## config.mk

```make
export PLATFORM = sky130hd
export DESIGN_NAME = alu_instr_encoder
export DESIGN_NICKNAME = d
export VERILOG_FILES = /design/src/rtl/alu_enc_pkg.sv /design/src/rtl/alu_instr_encoder_fifo.sv /design/src/rtl/alu_instr_encoder.sv
export SDC_FILE = /design/constraint.sdc
export NUM_CORES = 1
export LEC_CHECK = 0
export CAP_MARGIN = 20
export CORE_MARGIN = 1.5
export CORE_UTILIZATION = 30
export CTS_BUF_LIST = sky130_fd_sc_hd__clkbuf_4 sky130_fd_sc_hd__clkbuf_8 sky130_fd_sc_hd__clkbuf_16
export DETAILED_ROUTE_END_ITERATION = 10
export HOLD_SLACK_MARGIN = 0.05
export PLACE_DENSITY = 0.59
export SYNTH_ARGS = -nofsm -noshare
export SYNTH_HDL_FRONTEND = slang
export SYNTH_HIERARCHICAL = 1
export SYNTH_SLANG_ARGS = --single-unit
```

## constraint.sdc

```tcl
create_clock -name clk -period 3.2 [get_ports clk]
set_input_delay 0.48 -clock clk [delete_from_list [all_inputs] [get_ports clk]]
set_output_delay 0.48 -clock clk [all_outputs]
set_load 0.01 [all_outputs]
```

## src/rtl/alu_enc_pkg.sv

```systemverilog
// alu_enc_pkg: shared constants and the ALU-code decode helper used by the
// RV32 R-type/I-type instruction encoder.
//   - ALU_ADD..ALU_NAND : 3-bit ALU control codes (3'b111 is illegal)
//   - OP_RTYPE/OP_ITYPE : RV32 major opcodes
//   - FUNCT7_SUB        : funct7 value selecting SUB
//   - alu_decode()      : code -> {legal, funct3, funct7}
package alu_enc_pkg;

  localparam logic [2:0] ALU_ADD  = 3'b000;
  localparam logic [2:0] ALU_SUB  = 3'b001;
  localparam logic [2:0] ALU_AND  = 3'b010;
  localparam logic [2:0] ALU_OR   = 3'b011;
  localparam logic [2:0] ALU_XOR  = 3'b100;
  localparam logic [2:0] ALU_NOR  = 3'b101;
  localparam logic [2:0] ALU_NAND = 3'b110;
  localparam logic [2:0] ALU_ILL  = 3'b111;

  localparam logic [6:0] OP_RTYPE    = 7'b0110011;
  localparam logic [6:0] OP_ITYPE    = 7'b0010011;
  localparam logic [6:0] FUNCT7_SUB  = 7'b0100000;
  localparam logic [6:0] FUNCT7_BASE = 7'b0000000;

  typedef struct packed {
    logic       legal;
    logic [2:0] funct3;
    logic [6:0] funct7;
  } alu_dec_t;

  function automatic alu_dec_t alu_decode(input logic [2:0] code);
    alu_dec_t d;
    d.legal  = 1'b1;
    d.funct3 = 3'b000;
    d.funct7 = FUNCT7_BASE;
    case (code)
      ALU_ADD:  d.funct3 = 3'b000;
      ALU_SUB:  begin d.funct3 = 3'b000; d.funct7 = FUNCT7_SUB; end
      ALU_AND:  d.funct3 = 3'b111;
      ALU_OR:   d.funct3 = 3'b110;
      ALU_XOR:  d.funct3 = 3'b100;
      ALU_NOR:  d.funct3 = 3'b101;
      ALU_NAND: d.funct3 = 3'b010;
      default:  d.legal  = 1'b0;
    endcase
    return d;
  endfunction

endpackage

```

## src/rtl/alu_instr_encoder_fifo.sv

```systemverilog
// instr_fifo: DEPTH x DATA_W synchronous FIFO with occupancy count.
//   clk, rst_n      : clock, async active-low reset (control state only)
//   push, wdata     : write request (ignored when full)
//   pop             : read request (ignored when empty)
//   rdata           : raw head entry (meaningful only when !empty)
//   full, empty     : status derived from the count register
//   count           : occupancy, width clog2(DEPTH)+1
module instr_fifo #(
  parameter int DEPTH  = 2,
  parameter int DATA_W = 32
) (
  input  logic                     clk,
  input  logic                     rst_n,
  input  logic                     push,
  input  logic [DATA_W-1:0]        wdata,
  input  logic                     pop,
  output logic [DATA_W-1:0]        rdata,
  output logic                     full,
  output logic                     empty,
  output logic [$clog2(DEPTH):0]   count
);

  localparam int AW = $clog2(DEPTH);
  localparam int CW = AW + 1;
  localparam logic [AW-1:0] PTR_ONE = AW'(1);
  localparam logic [CW-1:0] CNT_ONE = CW'(1);
  localparam logic [CW-1:0] CNT_MAX = CW'(DEPTH);

  logic [DATA_W-1:0] mem [DEPTH];
  logic [AW-1:0]     wr_ptr;
  logic [AW-1:0]     rd_ptr;
  logic              push_ok;
  logic              pop_ok;

  assign full    = (count == CNT_MAX);
  assign empty   = (count == '0);
  assign push_ok = push & ~full;
  assign pop_ok  = pop & ~empty;
  assign rdata   = mem[rd_ptr];

  // storage stage: data array carries no reset
  always_ff @(posedge clk) begin
    if (push_ok) mem[wr_ptr] <= wdata;
  end

  // pointers wrap naturally because DEPTH is a power of two
  always_ff @(posedge clk or negedge rst_n) begin
    if (!rst_n) begin
      wr_ptr <= '0;
      rd_ptr <= '0;
      count  <= '0;
    end else begin
      if (push_ok) wr_ptr <= wr_ptr + PTR_ONE;
      if (pop_ok)  rd_ptr <= rd_ptr + PTR_ONE;
      case ({push_ok, pop_ok})
        2'b10:   count <= count + CNT_ONE;
        2'b01:   count <= count - CNT_ONE;
        default: count <= count;
      endcase
    end
  end

endmodule

```

## src/rtl/alu_instr_encoder.sv

```systemverilog
// alu_instr_encoder: turns an ALU control code plus register indices into a
// 32-bit RV32 R-type instruction word, buffered in a DEPTH-entry FIFO.
//   in_valid/in_ready        : request handshake (in_ready = !full)
//   alu_ctrl, rd, rs1, rs2   : operation code and register indices
//   out_valid/out_ready      : instruction word handshake
//   instr                    : head word, 0 while the buffer is empty
//   err_pulse                : one-cycle pulse after an accepted illegal code
//   instr_count              : delivered-word counter (wraps)
// Optional macro ALU_ENC_IMM_EN adds is_imm/imm and I-type encoding;
// SUB with is_imm=1 is rejected as illegal.
module alu_instr_encoder
  import alu_enc_pkg::*;
#(
  parameter int DEPTH = 2,
  parameter int CNT_W = 16
) (
  input  logic             clk,
  input  logic             rst_n,
  input  logic             in_valid,
  output logic             in_ready,
  input  logic [2:0]       alu_ctrl,
  input  logic [4:0]       rd,
  input  logic [4:0]       rs1,
  input  logic [4:0]       rs2,
`ifdef ALU_ENC_IMM_EN
  input  logic             is_imm,
  input  logic [11:0]      imm,
`endif
  output logic             out_valid,
  input  logic             out_ready,
  output logic [31:0]      instr,
  output logic             err_pulse,
  output logic [CNT_W-1:0] instr_count
);

  alu_dec_t              dec;
  logic                  legal;
  logic [31:0]           word;
  logic                  accept;
  logic                  push;
  logic                  pop;
  logic                  full;
  logic                  empty;
  logic [31:0]           head;
  logic [$clog2(DEPTH):0] occ;

  // encode stage: combinational word formation from the request fields
  always_comb begin
    dec   = alu_decode(alu_ctrl);
    legal = dec.legal;
    word  = {dec.funct7, rs2, rs1, dec.funct3, rd, OP_RTYPE};
`ifdef ALU_ENC_IMM_EN
    if (is_imm) begin
      word = {imm, rs1, dec.funct3, rd, OP_ITYPE};
      if (alu_ctrl == ALU_SUB) legal = 1'b0;
    end
`endif
  end

  assign in_ready  = ~full;
  assign accept    = in_valid & in_ready;
  assign push      = accept & legal;
  assign out_valid = ~empty;
  assign pop       = out_valid & out_ready;
  // masking the raw head keeps instr at zero whenever nothing is buffered
  assign instr     = empty ? 32'h0 : head;

  instr_fifo #(
    .DEPTH  (DEPTH),
    .DATA_W (32)
  ) u_fifo (
    .clk   (clk),
    .rst_n (rst_n),
    .push  (push),
    .wdata (word),
    .pop   (pop),
    .rdata (head),
    .full  (full),
    .empty (empty),
    .count (occ)
  );

  // status stage: error pulse and delivered-word counter
  always_ff @(posedge clk or negedge rst_n) begin
    if (!rst_n) begin
      err_pulse   <= 1'b0;
      instr_count <= '0;
    end else begin
      err_pulse <= accept & ~legal;
      if (pop) instr_count <= instr_count + CNT_W'(1);
    end
  end

endmodule

```

==> flow_summary.toml <==
[status]
status = "finished clean"

[placed_design]
io_buffers = 72
dpl.hpwl_mm = 4.36
gp_congestion = 0.678
placed_area_um2 = 4680
place_ws_ns = 0.694

[sta]
finalCritPeriodShare_pct = 88.8
skew_ns = 0.00353
worstMarginPinSlew_ns = 0.949
finalSetupViolations = 0
rsz0062_at_grt = "false"
slew_viol_final = 0
finalHoldViolations = 0
whs_ns = 0.473
tns_ns = 0
setup_ws_ns = 0.359
layout_min_cycle_time_ns = 2.84
relSlewSlack_pct = 36.6
fmax_mhz = 352

[setup_path]
critPathCaptureType = "output pin"
rrSetupSlack_ns = 0.82
crit_buf_inv = 2
path_delay_family = "flip-flops"
startpoint = "u_fifo/rd_ptr"
slowest_delay_ns = 0.77
cp_data_required_time_ns = 2.72
crit_slowest_cell = "dfrtp_2"
worstPathCellList = "buf_12, mux2_2, nor2b_1, clkdlybuf4s50_1"
endpoint = "instr[18]"
path_depth = 4
reg2reg_depth = 6
r2r_end = "u_fifo/count[1]"
cp-start-kind = "flop"
crit_type = "reg -> out"
r2r_start = "u_fifo/count[1]"
worst-path-max-fanout = 19
cp.arrival_ns = 2.36

[detailed_routing]
vias = 2026
dr.pass1.iters = 4
wl_mm = 6.48
drtIter0Drc = 77
viasPerCell = 4.21
drc_errors = 0
wl_per_cell_um = 13.5
antenna_left = 0

[floorplanning]
core_um2 = 12000
fp.dieW_um = 114
die_h_um = 114
rows = 40
ios = 73
die_area_um2 = 13000
initial_core_util_pct = 30.8

[cts]
post_cts_buffers = 0
hold_buffers = 0
cts_sinks = 85
cts-htree-levels = 3
clock_insertion_delay_worst_skew_ns = 0.33
root_buffer = "clkbuf_16"
cts_tree = "done"
cts-buffers-inserted = 9
ctsLongestPathBuffers = 2
ctsResizeCount = 0
clk_pin_slew_ns = 0.06

[finish]
seqCellArea_um2 = 2450
multi_input_area_um2 = 1260
drive_gt1_share_pct = 18.0
fin_area_um2 = 5000
area_delta_synth_final_pct = 35.3
fillers = 1129
fin_nets = 353
insertedDiodeCount = 0

[grt]
grt_pass1_wl_mm = 10.5
grt_pass1_vias = 2112
globalRouteOverflowTotal = 0
grt_max_degree = 38
antenna_found_initial = 0
track_usage_pct = 10.9

[logic_synthesis]
synth-xor-area-share_pct = 4.97
synth_async_sr_flop_share_pct = 24.7
synth_mux_area_share_pct = 13.0
synth_top_cell_by_area = "edfxtp_1"
synth_top_family_by_area = "multiplexers"
synth_area_um2 = 3700
synth-seq-area-share_pct = 66.2
synth-edff-count = 64
synth_compound_area_share_pct = 0.135
synth.distinct_cells = 31
yosysWarningCount = 6
syn_inst = 227
yosys.area_share.simple_pct = 12.2
synth_commonest_cells = "64 x edfxtp_1, 33 x nor2b_1, 29 x mux2_4, 21 x dfrtp_1, 12 x xnor2_1"
synthTopCellsByArea = "edfxtp_1 52%, dfrtp_1 14%, mux2_4 12%"
synthAdderAreaFrac_pct = 0.677
syn_area_per_cell_um2 = 16.3
synth_ff_type = "edfxtp_1"
yosysMostFrequentCell = "edfxtp_1"
synth_top_area_share_pct = 52.0
synth-seq-cells = 85

[pwr]
p_total_mw = 4.51
irDropWorstVdd_mv = 0.424
power.density_nw_per_um2 = 901
power.leakage_nw = 1.95

[min_path]
hold_path.class = "reg -> reg"

[run]
max-cap-violations = 0
[power by group]
group	internal (mW)	switching, mW
Combinational	1.05	0.708
Sequential	1.46	0.195
Clock	0.692	0.404
[cell usage in the layout, fill, tap and decap left out, types with 3 or more instances in the layout]
master	n
nand3_1	4
nand2_1	9
clkbuf_16	9
xnor2_1	12
mux2_2	3
buf_12	3
clkdlybuf4s50_1	72
edfxtp_1	64
mux2_4	29
conb_1	26
nor2b_1	33
nor2_1	5
xor2_1	9
dfrtp_1	20
nand4_1	4
inv_1	3
[how the worst min path moves through the flow]
stage / start / end / cells past startpoint
2_1_floorplan: rst_n / err_pulse / 0
3_3_place_gp: instr_count[15] / instr_count[15] / 1
3_5_place_dp: instr_count[15] / instr_count[15] / 1
4_1_cts: instr_count[15] / instr_count[15] / 1
5_1_grt: instr_count[15] / instr_count[15] / 1
6_report: instr_count[15] / instr_count[15] / 1
[per-layer routing]
metal | wire length (µm) | up-vias | GRT usage (%)
met3 | 372 | 9 | 4.41
met5 | 0 | - | 0
li1 | - | 983 | -
met2 | 3200 | 49 | 18.0
met1 | 2810 | 985 | 12.7
met4 | 103 | 0 | 4.00
[sequential cells by signal, summed over array words and instances, names as in the netlist]
register	count
u_fifo/count	2
instr_count	16
u_fifo/mem	64
u_fifo/rd_ptr	1
err_pulse	1
u_fifo/wr_ptr	1
[worst register-to-register path, stage by stage, from the launching register on]
cell	delay, ns
dfrtp_1	0.43
nor2_4	0.70
nor2b_1	0.29
nor2b_2	0.26
ha_1	0.35
nor2_1	0.13
xor2_1	0.14
[cells by family (layout without fill, tap and decap cells)]
logic type	Yosys count	in the layout
and+or+nand+nor	72	72
adders and majority gates	2	2
buffers and inverters	11	94
AOI/OAI and AO/OA	1	1
other	2	26
muxes	33	33
xor gates and xnor gates	21	21
DFF	85	85
[final cells by class]
type	count	share of cell area (%)
flip-flops and latches	85	48.9
multi-input cells	155	25.2
repair buffers	75	15.6
clock buffers	10	4.65
well taps	147	3.68
clock inverters	6	1.73
inverters	3	0.225
[metrics by stage]
step,util (%),std cells
final,41.6,481
after global routing,41.6,481
after CTS,41.6,481
after detailed placement,39.0,465
after global placement,39.0,465
after floorplan,-,251
No activity file was read; power rests on OpenSTA's default activity.
